<file path="config.mk">
export PLATFORM = sky130hd
export DESIGN_NAME = hazard_controller
export DESIGN_NICKNAME = d
export VERILOG_FILES = /design/src/rtl/hazard_pkg.sv /design/src/rtl/sat_counter.sv /design/src/rtl/hazard_controller.sv
export SDC_FILE = /design/constraint.sdc
export NUM_CORES = 1
export LEC_CHECK = 0
export ABC_AREA = 1
export BUFFER_PORTS_ARGS = -buffer_cell sky130_fd_sc_hd__buf_2
export CAP_MARGIN = 20
export CORE_MARGIN = 5
export CORE_UTILIZATION = 47
export CTS_BUF_LIST = sky130_fd_sc_hd__clkbuf_8 sky130_fd_sc_hd__clkbuf_16
export CTS_CLUSTER_SIZE = 20
export DETAILED_ROUTE_END_ITERATION = 8
export PLACE_DENSITY = 0.77
export SETUP_SLACK_MARGIN = 0.4
export SLEW_MARGIN = 20
export SYNTH_ARGS = -nofsm -noshare
export SYNTH_HDL_FRONTEND = slang
export SYNTH_SLANG_ARGS = --single-unit
</file>
<file path="constraint.sdc">
create_clock -name clk -period 1.4 [get_ports clk]
set_input_delay 0.14 -clock clk [delete_from_list [all_inputs] [get_ports clk]]
set_output_delay 0.14 -clock clk [all_outputs]
set_load 0.05 [all_outputs]
</file>
<file path="src/rtl/hazard_pkg.sv">
`default_nettype none
// ============================================================================
// Module      : hazard_pkg
// Description : Shared types and helpers for the pipeline hazard controller.
// Revision    : 1.0 - initial release
// ============================================================================
package hazard_pkg;

    // Execute-stage operand source select
    typedef enum logic [1:0] {
        FWD_RF  = 2'b00,
        FWD_WB  = 2'b01,
        FWD_MEM = 2'b10
    } fwd_sel_t;

    // Memory-wait sequencer states
    typedef enum logic [1:0] {
        RUN   = 2'b00,
        WAIT  = 2'b01,
        ERROR = 2'b10
    } state_t;

    // Pick the youngest in-flight producer of a source register; $0 is never forwarded
    function automatic fwd_sel_t fwdSel(
        input logic [4:0] src,
        input logic       weM,
        input logic [4:0] wrM,
        input logic       weW,
        input logic [4:0] wrW
    );
        fwd_sel_t sel;
        sel = FWD_RF;
        if (src != 5'd0 && weM && wrM == src) begin
            sel = FWD_MEM;
        end else if (src != 5'd0 && weW && wrW == src) begin
            sel = FWD_WB;
        end
        return sel;
    endfunction

endpackage
`default_nettype wire

</file>
<file path="src/rtl/sat_counter.sv">
`default_nettype none
// ============================================================================
// Module      : sat_counter
// Description : Saturating event counter with synchronous clear.
// Revision    : 1.0 - initial release
// ============================================================================
module sat_counter #(
    parameter int W = 16
) (
    input  logic         clk,
    input  logic         reset,
    input  logic         inc,
    input  logic         clr,
    output logic [W-1:0] count
);

    logic [W-1:0] r_count;

    // Count events, sticking at all-ones; clear beats increment
    always_ff @(posedge clk) begin
        if (!reset) begin
            r_count <= '0;
        end else if (clr) begin
            r_count <= '0;
        end else if (inc && (r_count != {W{1'b1}})) begin
            r_count <= r_count + W'(1);
        end
    end

    assign count = r_count;

endmodule
`default_nettype wire

</file>
<file path="src/rtl/hazard_controller.sv">
`default_nettype none
// ============================================================================
// Module      : hazard_controller
// Description : Forwarding, stall and flush generation for the five-stage
//               pipeline, plus a memory-wait freeze sequencer with timeout
//               watchdog and saturating stall / wait performance counters.
// Revision    : 1.0 - initial release
// ============================================================================
module hazard_controller
    import hazard_pkg::*;
#(
    parameter int MAX_WAIT = 16,
    parameter int CNT_W    = 16
) (
    input  logic             clk,
    input  logic             reset,
    input  logic [4:0]       RsD,
    input  logic [4:0]       RtD,
    input  logic [4:0]       RsE,
    input  logic [4:0]       RtE,
    input  logic [4:0]       WriteRegE,
    input  logic [4:0]       WriteRegM,
    input  logic [4:0]       WriteRegW,
    input  logic             RegWE,
    input  logic             RegWM,
    input  logic             RegWW,
    input  logic             MemToRegE,
    input  logic             MemToRegM,
    input  logic             BranchD,
    input  logic             MemAccessM,
    input  logic             MemReady,
    input  logic             clr_counts,
    output logic             stallF,
    output logic             stallD,
    output logic             stallE,
    output logic             stallM,
    output logic             flushE,
    output logic             flushW,
    output logic             forwardAD,
    output logic             forwardBD,
    output logic [1:0]       forwardAE,
    output logic [1:0]       forwardBE,
    output logic             mem_timeout,
    output logic [CNT_W-1:0] stall_count,
    output logic [CNT_W-1:0] wait_count
);

    localparam int TIMER_W = $clog2(MAX_WAIT + 1);
    localparam logic [TIMER_W-1:0] c_maxWait = TIMER_W'(MAX_WAIT);
    localparam logic [TIMER_W-1:0] c_one     = TIMER_W'(1);

    state_t             r_state;
    state_t             w_stateNext;
    logic [TIMER_W-1:0] r_timer;
    logic [TIMER_W-1:0] w_timerNext;
    logic               w_freeze;
    logic               w_lwStall;
    logic               w_branchStall;
    logic               w_hazStall;
    fwd_sel_t           w_fwdA;
    fwd_sel_t           w_fwdB;

    // Data hazards: forwarding selects and the two stall sources
    always_comb begin
        w_fwdA    = fwdSel(RsE, RegWM, WriteRegM, RegWW, WriteRegW);
        w_fwdB    = fwdSel(RtE, RegWM, WriteRegM, RegWW, WriteRegW);
        forwardAD = (RsD != 5'd0) && RegWM && (WriteRegM == RsD);
        forwardBD = (RtD != 5'd0) && RegWM && (WriteRegM == RtD);
        w_lwStall = MemToRegE && ((RtE == RsD) || (RtE == RtD));
        w_branchStall = BranchD &&
            ((RegWE && ((WriteRegE == RsD) || (WriteRegE == RtD))) ||
             (MemToRegM && ((WriteRegM == RsD) || (WriteRegM == RtD))));
        w_hazStall = w_lwStall || w_branchStall;
    end

    assign forwardAE = w_fwdA;
    assign forwardBE = w_fwdB;

    // Freeze holds every stage; a freeze suppresses the Execute bubble so the
    // instruction already in Execute is kept rather than discarded
    always_comb begin
        stallF = w_hazStall || w_freeze;
        stallD = w_hazStall || w_freeze;
        stallE = w_freeze;
        stallM = w_freeze;
        flushW = w_freeze;
        flushE = w_hazStall && !w_freeze;
    end

    // Memory-wait sequencer: state and consecutive-freeze timer
    always_ff @(posedge clk) begin
        if (!reset) begin
            r_state <= RUN;
            r_timer <= '0;
        end else begin
            r_state <= w_stateNext;
            r_timer <= w_timerNext;
        end
    end

    // Next-state and freeze decode; completion wins over the timeout check
    always_comb begin
        w_stateNext = r_state;
        w_timerNext = r_timer;
        w_freeze    = 1'b0;
        case (r_state)
            RUN: begin
                w_freeze = MemAccessM && !MemReady;
                if (w_freeze) begin
                    w_stateNext = WAIT;
                    w_timerNext = c_one;
                end else begin
                    w_timerNext = '0;
                end
            end
            WAIT: begin
                w_freeze = MemAccessM && !MemReady;
                if (MemReady) begin
                    w_stateNext = RUN;
                    w_timerNext = '0;
                end else if (r_timer == c_maxWait) begin
                    w_stateNext = ERROR;
                end else begin
                    w_timerNext = r_timer + c_one;
                end
            end
            ERROR: begin
                w_freeze = 1'b1;
            end
            default: begin
                w_stateNext = RUN;
                w_timerNext = '0;
            end
        endcase
    end

    assign mem_timeout = (r_state == ERROR);

    sat_counter #(.W(CNT_W)) u_stallCnt (
        .clk   (clk),
        .reset (reset),
        .inc   (w_hazStall && !w_freeze),
        .clr   (clr_counts),
        .count (stall_count)
    );

    sat_counter #(.W(CNT_W)) u_waitCnt (
        .clk   (clk),
        .reset (reset),
        .inc   (w_freeze),
        .clr   (clr_counts),
        .count (wait_count)
    );

endmodule
`default_nettype wire

</file>
==> run summary, run 1 <==
status = aborted with a tool error
Stop stage = global routing
Error = [ERROR DPL-0033] detailed placement checks failed during check placement.
Post-synth top cells = 137 x nand2_1, 81 x inv_1, 67 x nor2_1
top-count cell post-synth = nand2_1
GPL Wtd Cong = 0.9302
register bit count reported by yosys = 39
H-tree Lvls = 2
pin count of the biggest net entering global routing = 17
Max Buffers Root-to-Sink = 2
Hold Buf Count CTS = 0
DIE HEIGHT = 90.25 µm
pre-CTS WS = -0.2382 ns
Starting Density = 47.94%
Mean Syn Cell Area = 5.958 µm²
Ys Warns = 0
Post-DP HPWL = 7.596 mm
post-synth top area share = 25.80%
worst_ep grt = u_waitCnt.count[2]$_SDFFE_PP0P_/D
Worst EP kind = register input
Die Span X = 90.25 µm
Num CTS Buffers = 5
PortBufs = 90
Sink Count = 39
Synth area leader = dfxtp_1
async set-reset flop share out of synthesis = 0%
Most used DFF post-synth = dfxtp_1
syn_nets = 558
register area share after synthesis = 25.80%
mapped cell area = 3027 µm²
# rows = 29
number of antenna violations at the first check in global routing = 0
synth top area cells = dfxtp_1 26%, nand2_1 17%, inv_1 10%
Distinct cells, synth = 38
Syn Inst Count = 508
Clock Tree Root = clkbuf_8
EDFF count, synth = 0
I/O pins = 91
-- timing repair --
item / CTS
buffers inserted: 26
pin swaps: 55
endpoints found under the setup margin: 83
cloned: 1
gates resized for setup: 259
-- cells by family after synthesis --
logic type                 count (synthesis)  synth area share [%]
xor gates and xnor gates                  21                 6.077
AOI/OAI and AO/OA                         51                 10.17
buffers and inverters                    104                 14.14
adders and majority gates                  4                 1.654
DFF                                       39                 25.80
and+or+nand+nor                          289                 42.17
-- through the flow --
stage               hold WS (ns)  instances  area, µm²  util (%)
floorplan                 0.3131        508       3319         -
detailed placement        0.4476        753       4477     70.91
global placement          0.4425        753       4477     70.91
CTS                       0.1267        788       5592     88.57
==> run 2: changes to the inputs <==
--- a/config.mk
+++ b/config.mk
@@ -9,12 +9,9 @@
 export BUFFER_PORTS_ARGS = -buffer_cell sky130_fd_sc_hd__buf_2
 export CAP_MARGIN = 20
 export CORE_MARGIN = 5
-export CORE_UTILIZATION = 47
-export CTS_BUF_LIST = sky130_fd_sc_hd__clkbuf_8 sky130_fd_sc_hd__clkbuf_16
-export CTS_CLUSTER_SIZE = 20
+export CORE_UTILIZATION = 40
 export DETAILED_ROUTE_END_ITERATION = 8
-export PLACE_DENSITY = 0.77
-export SETUP_SLACK_MARGIN = 0.4
+export PLACE_DENSITY_LB_ADDON = 0.15
 export SLEW_MARGIN = 20
 export SYNTH_ARGS = -nofsm -noshare
 export SYNTH_HDL_FRONTEND = slang
==> constraint.sdc (replaced) <==
create_clock -name clk -period 1.8 [get_ports clk]
set_input_delay 0.18 -clock clk [delete_from_list [all_inputs] [get_ports clk]]
set_output_delay 0.18 -clock clk [all_outputs]
set_load 0.05 [all_outputs]
==> run summary, run 2 <==
syn_nets = 558 (unchanged)
Final setup violation count = 0
Sink Count = 39 (unchanged)
CORE AREA = 7292 µm²
Hold WC Path Type = in -> reg
RSZ-0062 raised after global routing = yes
sequential share of power = 46.3%
DIE HEIGHT = 96.99 µm (+7.5%)
Final Max Tran Viols = 0
top-count cell post-synth = nand2_1
Starting Density = 41.51% (-6.4 points)
Psw = 0.5849 mW
design area = 3931 µm²
Mean Syn Cell Area = 5.958 µm² (unchanged)
async set-reset flop share out of synthesis = 0% (unchanged)
Fin. Hold Viols = 0
Worst VDD drop = 393.8 µV
I/O pins = 91 (unchanged)
number of antenna violations at the first check in global routing = 0
register bit count reported by yosys = 39 (unchanged)
DRT Pass-1 Iters = 4
CP Launch Type = flop
synth top area cells = dfxtp_1 26%, nand2_1 17%, inv_1 10%
clk_skew = 0.004667 ns
status = complete, no violations
Total Routed Length = 8.531 mm
DR iter-0 viols = 168
clock power share = 30.3%
Post-DP HPWL = 6.671 mm (-12%)
clock latency on the worst-skew pair = 0.29 ns
critical path type = reg -> out
Most Frequent Cell on Critical Path = inv_2
H-tree Lvls = 2 (unchanged)
Synth area leader = dfxtp_1
Syn Inst Count = 508 (unchanged)
register area share after synthesis = 25.80% (unchanged)
Clock Tree Root = clkbuf_8
Gate power share = 23.4%
# rows = 31 (+6.9%)
layout cells sized above 1 = 26.63%
critical path fanouts, max = 4
detailed-route DRC error count = 0
max-cap violations = 0
nets = 661
Vias = 3500
first-pass GRT wire length = 13.94 mm
Antenna Nets Post-Route = 0
pre-CTS WS = 0.03296 ns (+0.2711 ns)
Num CTS Buffers = 5 (unchanged)
dpl cell area = 3666 µm² (-18%)
pin count of the biggest net entering global routing = 26
Critical Path End Type = primary output
cells along the critical path = inv_2 > nand3_2 > inv_2 > nor2_4 > clkinvlp_4 > a21oi_4 > buf_6
CP required = 1.62 ns
mapped cell area = 3027 µm² (unchanged)
EDFF count, synth = 0 (unchanged)
post-synth top area share = 25.80% (unchanged)
Critical Path Slowest Stage Cell = dfxtp_2
Worst Slack Setup Final = 0.1202 ns
global route total overflow = 0
CP max stage delay = 0.33 ns
Layout Cells excl Fill = 711
switching part of the total = 31.00%
Max Buffers Root-to-Sink = 2 (unchanged)
CTS tree = done
Most used DFF post-synth = dfxtp_1
internal power = 1.302 mW
Post-synth top cells = 137 x nand2_1, 81 x inv_1, 67 x nor2_1
top cell family by delay on the critical path = buffers and inverters
data arrival time of the critical path = 1.50 ns
Die ar. = 9406 µm²
actual slew at the worst max-slew pin = 0.4170 ns
Die Span X = 96.99 µm (+7.5%)
Fmax = 0.5953 GHz
Ys Warns = 0 (unchanged)
most frequent cells in the layout = 136 x nand2_1, 87 x buf_2, 79 x inv_1
Hold Buf Count CTS = 0 (unchanged)
total leakage power = 1.926 nW
# diodes = 0
power per cell area = 480.0 nW/µm²
clock slew at reported path FFs = 0.07 ns
Distinct cells, synth = 38 (unchanged)
GPL Wtd Cong = 0.9373 (+0.76%)
DR WL/cell = 12.00 µm
Rel. slew slack = 71.99%
final period utilization = 93.32%
# placed instances = 693 (-8.0%)
WP buf/inv = 4
most common cell after layout, fill and taps aside = nand2_1
DR vias/cell = 4.923
Final Critical Period = 1.680 ns
PortBufs = 90 (unchanged)
Final TNS setup = 0 ns
vias in the first global route = 3121
total track usage = 16.95%
area added between synthesis and finish = 29.89%
run 2: cell counts after synthesis:
No cell type changed its count.
run 2: metal layers:
layer	up-vias	wire [µm]	share of wire, %	global-route usage, %
met2	100	3962	46	28.18
met1	1564	3958	46	21.89
met3	16	459	5.4	4.245
li1	1820	-	-	-
met5	-	0	0	0
met4	0	150	1.8	4.212
run 2: path summary, 6_finish.rpt:
| path | from | to | slack (ns) | cells after the start |
|---|---|---|---|---|
| max | r_state[1] | flushE | 0.12 | 7 |
| min | reset | r_timer[0] | 0.22 | 3 |
| max reg2reg | u_waitCnt.count[0] | u_waitCnt.count[8] | 0.13 | 9 |
| min reg2reg | u_waitCnt.count[0] | u_waitCnt.count[0] | 0.49 | 2 |
run 2: final cells by class:
cell class	instances	area [µm²]
clock buffers	7	76.32
clock inverters	1	5.005
fillers	788	3361
inverters	91	345.3
multi-input cells	365	1943
flip-flops and latches	39	790.8
well taps	99	123.9
repair buffers	109	646.9
run 2: logic make-up (layout without fill, tap and decap cells):
logic type	after synthesis	count (layout)	share of synthesized area (%)
buf+inv	104	208	14.14
flops	39	39	25.80
fa+ha+maj	4	4	1.654
compound gates	51	51	10.17
simple gates	289	289	42.17
xor+xnor	21	21	6.077
run 2: metrics by stage:
stage | power, mW | util, % | hold slack, ns
floorplan | 1.173 | - | 0.3532
finish | 1.887 | 53.91 | 0.2185
detailed placement | 1.306 | 50.27 | 0.4805
CTS | 1.887 | 51.53 | 0.2066
global placement | 1.304 | 50.27 | 0.4657
global route | 1.988 | 53.91 | 0.2338
run 2: worst reg2reg max path: stages (launching register included):
cell and delay [ns]:
dfxtp_2 0.34, ha_1 0.21, nand3_1 0.11, nor2_1 0.09, a31oi_4 0.29, nand2_1 0.15, nor2_2 0.12, inv_1 0.06
o21ai_0 0.16, a21oi_1 0.06
run 2: repair_timing:
| action | in CTS | in global routing |
|---|---|---|
| endpoints found under the setup margin | 3 | 24 |
| buffers inserted | 0 | 9 |
| resized for setup | 3 | 24 |
| pin swaps | 1 | 7 |
| gates cloned | 0 | 1 |
| endpoints found under the hold margin | 0 | 0 |
run 2: power by group through the flow:
| stage | sequential [mW] | clock, mW | combinational, mW |
|---|---|---|---|
| floorplan | 0.904 | 0 | 0.268 |
| global placement | 0.894 | 0 | 0.410 |
| detailed placement | 0.894 | 0 | 0.411 |
| CTS | 0.874 | 0.597 | 0.416 |
| global route | 0.876 | 0.629 | 0.483 |
| finish | 0.875 | 0.572 | 0.441 |
Power figures use the tool's default switching activity.
